### src/rtl/cp0_exc_unit.sv
// cp0_exc_unit: CP0 register set, timer, interrupt request and exception/ERET
// control for the openmips core. Sits beside MEM and redirects the front end.
//
// Ports:
//   clk, rst                     clock, synchronous active-high reset
//   we_i, waddr_i, wdata_i       MTC0 write port (WB stage)
//   raddr_i, rdata_o             MFC0 read port (EX stage), combinational
//   int_i                        level-sensitive hardware interrupt lines
//   exc_valid_i, exc_code_i,
//   exc_pc_i, exc_in_delayslot_i exception event from MEM
//   eret_i                       ERET event from MEM
//   int_req_o                    interrupt pending and enabled
//   timer_int_o                  sticky Count==Compare flag
//   flush_o, new_pc_o            one-cycle flush pulse and its redirect PC
//   status_o, cause_o, epc_o     current register values
module cp0_exc_unit #(
  parameter int          DATA_W     = 32,
  parameter int          NUM_HW_INT = 6,
  parameter logic [31:0] EXC_VECTOR = 32'h0000_0020,
  parameter logic [31:0] PRID       = 32'h004C_0102
) (
  input  logic                  clk,
  input  logic                  rst,
  input  logic                  we_i,
  input  logic [4:0]            waddr_i,
  input  logic [DATA_W-1:0]     wdata_i,
  input  logic [4:0]            raddr_i,
  output logic [DATA_W-1:0]     rdata_o,
  input  logic [NUM_HW_INT-1:0] int_i,
  input  logic                  exc_valid_i,
  input  logic [4:0]            exc_code_i,
  input  logic [DATA_W-1:0]     exc_pc_i,
  input  logic                  exc_in_delayslot_i,
  input  logic                  eret_i,
  output logic                  int_req_o,
  output logic                  timer_int_o,
  output logic                  flush_o,
  output logic [DATA_W-1:0]     new_pc_o,
  output logic [DATA_W-1:0]     status_o,
  output logic [DATA_W-1:0]     cause_o,
  output logic [DATA_W-1:0]     epc_o
);

  localparam logic [4:0]  A_COUNT   = 5'd9;
  localparam logic [4:0]  A_COMPARE = 5'd11;
  localparam logic [4:0]  A_STATUS  = 5'd12;
  localparam logic [4:0]  A_CAUSE   = 5'd13;
  localparam logic [4:0]  A_EPC     = 5'd14;
  localparam logic [4:0]  A_PRID    = 5'd15;
  localparam logic [4:0]  A_CONFIG  = 5'd16;
  localparam logic [31:0] CONFIG_VAL  = 32'h0000_8000;
  localparam logic [31:0] STATUS_RST  = 32'h1000_0000;
  // CU0, IM[7:0], EXL, IE
  localparam logic [31:0] STATUS_MASK = 32'h1000_FF03;

  logic [31:0]           r_count;
  logic [31:0]           r_compare;
  logic [31:0]           r_status;
  logic                  r_cause_bd;
  logic [4:0]            r_cause_exc;
  logic [1:0]            r_cause_ip_sw;
  logic [NUM_HW_INT-1:0] r_cause_ip_hw;
  logic [31:0]           r_epc;
  logic                  r_timer_int;
  logic                  r_flush;
  logic [31:0]           r_new_pc;

  logic [31:0] w_cause;
  logic [31:0] w_rdata;
  logic [31:0] w_exc_epc;
  logic        w_wr_count;
  logic        w_wr_compare;

  always_comb begin
    w_cause       = '0;
    w_cause[31]   = r_cause_bd;
    w_cause[9:8]  = r_cause_ip_sw;
    w_cause[6:2]  = r_cause_exc;
    for (int i = 0; i < NUM_HW_INT; i++) begin
      w_cause[10+i] = r_cause_ip_hw[i];
    end
  end

  // A delay-slot fault restarts at the branch, one word earlier.
  assign w_exc_epc    = exc_in_delayslot_i ? (exc_pc_i[31:0] - 32'd4) : exc_pc_i[31:0];
  assign w_wr_count   = we_i && (waddr_i == A_COUNT);
  assign w_wr_compare = we_i && (waddr_i == A_COMPARE);

  always_ff @(posedge clk) begin
    if (rst) begin
      r_count       <= '0;
      r_compare     <= '0;
      r_status      <= STATUS_RST;
      r_cause_bd    <= 1'b0;
      r_cause_exc   <= '0;
      r_cause_ip_sw <= '0;
      r_cause_ip_hw <= '0;
      r_epc         <= '0;
      r_timer_int   <= 1'b0;
      r_flush       <= 1'b0;
      r_new_pc      <= '0;
    end else begin
      r_count       <= w_wr_count ? wdata_i[31:0] : r_count + 32'd1;
      r_cause_ip_hw <= int_i;
      r_flush       <= 1'b0;

      if (w_wr_compare) begin
        r_compare <= wdata_i[31:0];
      end

      // Writing Compare acknowledges the timer, even against a fresh match.
      if (w_wr_compare) begin
        r_timer_int <= 1'b0;
      end else if ((r_compare != 32'd0) && (r_count == r_compare)) begin
        r_timer_int <= 1'b1;
      end

      if (exc_valid_i) begin
        // Nested exceptions keep the original return point.
        if (!r_status[1]) begin
          r_epc      <= w_exc_epc;
          r_cause_bd <= exc_in_delayslot_i;
        end
        r_status[1] <= 1'b1;
        r_cause_exc <= exc_code_i;
        r_flush     <= 1'b1;
        r_new_pc    <= EXC_VECTOR;
      end else if (eret_i) begin
        r_status[1] <= 1'b0;
        r_flush     <= 1'b1;
        r_new_pc    <= r_epc;
      end else if (we_i) begin
        case (waddr_i)
          A_STATUS: r_status      <= wdata_i[31:0] & STATUS_MASK;
          A_CAUSE:  r_cause_ip_sw <= wdata_i[9:8];
          A_EPC:    r_epc         <= wdata_i[31:0];
          default:  ;
        endcase
      end
    end
  end

  always_comb begin
    case (raddr_i)
      A_COUNT:   w_rdata = r_count;
      A_COMPARE: w_rdata = r_compare;
      A_STATUS:  w_rdata = r_status;
      A_CAUSE:   w_rdata = w_cause;
      A_EPC:     w_rdata = r_epc;
      A_PRID:    w_rdata = PRID;
      A_CONFIG:  w_rdata = CONFIG_VAL;
      default:   w_rdata = '0;
    endcase
  end

  assign rdata_o     = DATA_W'(w_rdata);
  assign int_req_o   = r_status[0] & ~r_status[1] & (|(w_cause[15:8] & r_status[15:8]));
  assign timer_int_o = r_timer_int;
  assign flush_o     = r_flush;
  assign new_pc_o    = DATA_W'(r_new_pc);
  assign status_o    = DATA_W'(r_status);
  assign cause_o     = DATA_W'(w_cause);
  assign epc_o       = DATA_W'(r_epc);

endmodule
### config.mk
export PLATFORM = sky130hd
export DESIGN_NAME = cp0_exc_unit
export DESIGN_NICKNAME = d
export VERILOG_FILES = /design/src/rtl/cp0_exc_unit.sv
export SDC_FILE = /design/constraint.sdc
export NUM_CORES = 1
export LEC_CHECK = 0
export ABC_AREA = 1
export CAP_MARGIN = 5
export CORE_UTILIZATION = 50
export CTS_BUF_LIST = sky130_fd_sc_hd__clkbuf_2 sky130_fd_sc_hd__clkbuf_4 sky130_fd_sc_hd__clkbuf_8
export DETAILED_ROUTE_END_ITERATION = 16
export GPL_ROUTABILITY_DRIVEN = 0
export PLACE_DENSITY_LB_ADDON = 0.15
export REMOVE_ABC_BUFFERS = 1
export SETUP_SLACK_MARGIN = 0.5
export SLEW_MARGIN = 5
export SYNTH_ARGS = -nofsm -noshare
export SYNTH_HDL_FRONTEND = slang
export SYNTH_SLANG_ARGS = --single-unit
### constraint.sdc
create_clock -name clk -period 3 [get_ports clk]
set_input_delay 0.9 -clock clk [delete_from_list [all_inputs] [get_ports clk]]
set_output_delay 0.9 -clock clk [all_outputs]
set_load 0.01 [all_outputs]
==> results_tabular.tex <==
\begin{tabular}{lr}
\hline
Metric & Value \\
\hline
\multicolumn{2}{l}{\textbf{Setup path}} \\
\quad Start point of the critical path & raddr\_i[4] \\
\quad Arrival time at the worst endpoint & 2.16 ns \\
\quad FF-to-FF Start & r\_count[0] \\
\quad R2R Path End & r\_count[30] \\
\quad Highest net fanout along the worst path & 6 \\
\quad Slack of the worst reg-to-reg path & 1.00 ns \\
\quad Launching element type of the critical path & input port \\
\quad Start-to-end type of the worst setup path & in -> out \\
\quad Data required time at the worst endpoint & 2.10 ns \\
\quad CP Capture Type & primary output \\
\quad Reg2Reg Depth & 10 \\
\quad Capture point of the critical path & rdata\_o[8] \\
\multicolumn{2}{l}{\textbf{GRT}} \\
\quad Wire length of the first global-routing pass & between 50000 and 60000 um \\
\quad GR Overflow Total & 0 \\
\quad Initial antenna violation count & 0 \\
\quad Vias in the first global route & between 9k and 10k \\
\quad Pin count of the biggest net entering global routing & 66 \\
\quad Global router's overall resource usage & 36.6\% \\
\multicolumn{2}{l}{\textbf{Die}} \\
\quad Core area & $\sim$17000 um\^{}2 \\
\quad DIE WIDTH & 136 um \\
\quad Initial Utilization & 51.7\% \\
\quad Row cnt & 48 \\
\quad Area of the die & 18500 um\^{}2 \\
\quad IO Pins & 254 \\
\quad DIE HEIGHT & 136 um \\
\multicolumn{2}{l}{\textbf{Routing}} \\
\quad Final antenna-violating net count & 0 \\
\quad Drt wl/cell & around 19 um \\
\quad Total wire length & 34900 um \\
\quad Total via count after detailed routing & 10.6k \\
\quad Detailed-route DRC error count & 0 \\
\quad Vias per Instance & 5.75 \\
\quad Number of DRC violations after detailed-routing iteration 0 & 1165 \\
\quad Detailed Routing Iterations Pass 1 & 13 \\
\multicolumn{2}{l}{\textbf{Yosys}} \\
\quad Number of instances in the synthesized netlist & 1381 \\
\quad Mean area per synthesized cell & around 6.5 um\^{}2 \\
\quad Cell Area, Synth & 9000 um\^{}2 \\
\quad Seq/Total Area, Yosys & 34.5\% \\
\quad Yosys synthesis warning count & 0 \\
\quad Async SR Flop Fraction & 0\% \\
\quad Synth area leaders & dfxtp\_1, nand2\_1, a21oi\_1 \\
\quad Cell taking the most area after synthesis & dfxtp\_1 \\
\quad Fraction of post-synthesis cell area in the top cell type by area & about a third \\
\quad Flip-flop and latch count after synthesis & 155 \\
\quad Top-count cell post-synth & nand2\_1 \\
\quad Most used standard cells in the synthesized netlist & nand2\_1, dfxtp\_1, inv\_1, nor2\_1, a21oi\_1 \\
\quad Count of unique library cells instantiated by Yosys & 45 \\
\quad Count of flip-flops with a built-in enable after synthesis & 0 \\
\quad Top flip-flop cell by instance count after synthesis & dfxtp\_1 \\
\multicolumn{2}{l}{\textbf{STA}} \\
\quad Worst clock skew on the final layout & 0.0139 ns \\
\quad Final number of max-transition violations & 0 \\
\quad Total of endpoints with negative setup slack in the final report & 5 \\
\quad Transition time of the tightest slew-check pin & between 0.6 and 0.7 ns \\
\quad Final Cycle Share & 102\% \\
\quad Period minus WS final & between 3 and 4 ns \\
\quad Final worst slack & -0.0621 ns \\
\quad Number of endpoints with negative hold slack in the final report & 0 \\
\quad Unrepaired setup endpoints after global routing & true \\
\quad Fmax & $\sim$0.33 GHz \\
\quad Setup TNS after final layout & -0.182 ns \\
\quad Final hold slack & roughly 0.46 ns \\
\quad Worst slew margin relative to its limit & approximately three fifths \\
\multicolumn{2}{l}{\textbf{Power}} \\
\quad Leakage power figure & 0.00511 uW \\
\quad Largest voltage drop on the vdd net & 0.309 mV \\
\quad Areal power density over the cells & 381 nW/um\^{}2 \\
\multicolumn{2}{l}{\textbf{CTS}} \\
\quad TritonCTS Sinks & 155 \\
\quad Clock-pin transition on the worst setup and hold timing paths & 0.08 ns \\
\quad Clock latency reported for the late side of the worst-skew pair & 0.47 ns \\
\quad Buffers from clock root to sink, at most & 2 \\
\quad Cts bufs inserted & 17 \\
\quad H-tree levels & 4 \\
\quad Clk root buf & clkbuf\_8 \\
\quad TritonCTS clock tree & yes \\
\multicolumn{2}{l}{\textbf{Cells and area}} \\
\quad Number of antenna cells inserted & 0 \\
\quad Final-stage net count & 1699 \\
\quad Final Instance Count excl. Fillers & 1844 \\
\quad Fraction of final layout cells sized beyond drive strength 1 & about 15\% \\
\quad Filler cells & 1439 \\
\quad Area grow syn2layout & 37.5\% \\
\multicolumn{2}{l}{\textbf{Placed design}} \\
\quad Number of port buffers & 214 \\
\quad Placed Instances & 1797 \\
\quad Post-detailed-placement half-perimeter wirelength & $\sim$25000 um \\
\multicolumn{2}{l}{\textbf{Flow run}} \\
\quad Max-cap check violation count & 0 \\
\multicolumn{2}{l}{\textbf{Min path}} \\
\quad Worst hold path class & reg -> reg \\
\quad Startpoint of the tightest hold check path & timer\_int\_o \\
\multicolumn{2}{l}{\textbf{Run status}} \\
\quad Result of the run & complete, but fails checks \\
\quad Violations in the final reports & negative setup slack \\
\hline
\end{tabular}
==> sequential cells by signal (all words and copies together) (netlist names) <==
register,flops
epc_o,32
new_pc_o,32
r_compare,32
r_count,32
status_o,11
r_cause_ip_hw,6
r_cause_exc,5
r_cause_ip_sw,2
flush_o,1
r_cause_bd,1
timer_int_o,1
==> layer usage <==
metal / vias up / track usage (%) / routed length (um) / share of wire (%)
li1: 4923 / - / - / -
met1: 4864 / 47.0 / 13600 / 39
met2: 703 / 58.7 / 15900 / 45
met3: 112 / 8.80 / 4020 / 12
met4: 0 / 14.9 / 1440 / 4.1
met5: - / 0 / 0 / 0
==> critical path, cell delays in order <==
cell and delay (ns):
buf_6 0.09, inv_4 0.05, nand2_4 0.06, buf_6 0.11, nor2_4 0.10, nand2_2 0.08
buf_12 0.15, buf_8 0.13, o22ai_2 0.15, a21oi_1 0.06, nand3_1 0.12, buf_2 0.15
==> power by group <==
part / total [uW] / internal, uW / switching (uW)
Combinational: 790 / 355 / 435
Clock: 1680 / 793 / 891
Sequential: 2240 / 2130 / 113
Total: 4720 / 3280 / 1440
==> cell families (layout without fill, tap and decap cells) <==
kind of cell    after synthesis  in the layout  share of synthesized area (%)
compound gates              306            306                           19.8
xor+xnor                     26             26                           2.53
fa+ha+maj                     2              2                          0.278
buf+inv                     259            459                           12.9
flops                       155            155                           34.5
other cells                   1             39                         0.0417
simple gates                632            632                           30.0
==> worst min path at each step <==
stage | end | slack, ns | depth (start not counted)
finish | timer_int_o | 0.46 | 2
global route | new_pc_o[30] | 0.49 | 2
CTS | timer_int_o | 0.46 | 2
detailed placement | timer_int_o | 0.45 | 2
global placement | timer_int_o | 0.43 | 2
floorplan | r_compare[10] | 0.46 | 2
==> cell type report <==
cell class	instances	area (um^2)	share of cell area (%)
inverters	159	614	4.97
multi-input cells	1005	5270	42.6
clock buffers	19	255	2.06
repair buffers	268	2670	21.6
flip-flops and latches	155	3120	25.2
clock inverters	13	155	1.25
well taps	225	282	2.28
==> what timing repair did <==
item / 4_1_cts / 5_1_grt
gates cloned: 3 / 1
hold endpoints to repair: 0 / 0
setup buffers: 7 / 4
endpoints found under the setup margin: 35 / 45
hold buffers: 0 / 0
pin swaps: 14 / 11
resized for setup: 230 / 59
==> through the flow <==
step | util (%) | setup WS, ns | cell area [um^2] | power (uW)
finish | 71.0 | -0.0621 | 12400 | 4720
global placement | 65.4 | -0.746 | 11400 | 3000
floorplan | - | 0.0190 | 8580 | 2540
CTS | 69.3 | -0.0414 | 12100 | 4670
detailed placement | 65.4 | -0.782 | 11400 | 3010
global route | 71.0 | -0.115 | 12400 | 4860
==> layout by cell type (no fill, tap or decap), types with 18 or more instances in the layout <==
cell type,instances
nand2_1,336
clkdlybuf4s50_1,175
inv_1,146
nor2_1,144
dfxtp_1,141
a21oi_1,118
o21ai_0,94
nand3_1,57
conb_1,39
nand4_1,31
buf_2,31
buf_4,30
o211ai_1,18
xor2_1,18
clkbuf_8,18
No activity file was read; power rests on OpenSTA's default activity.
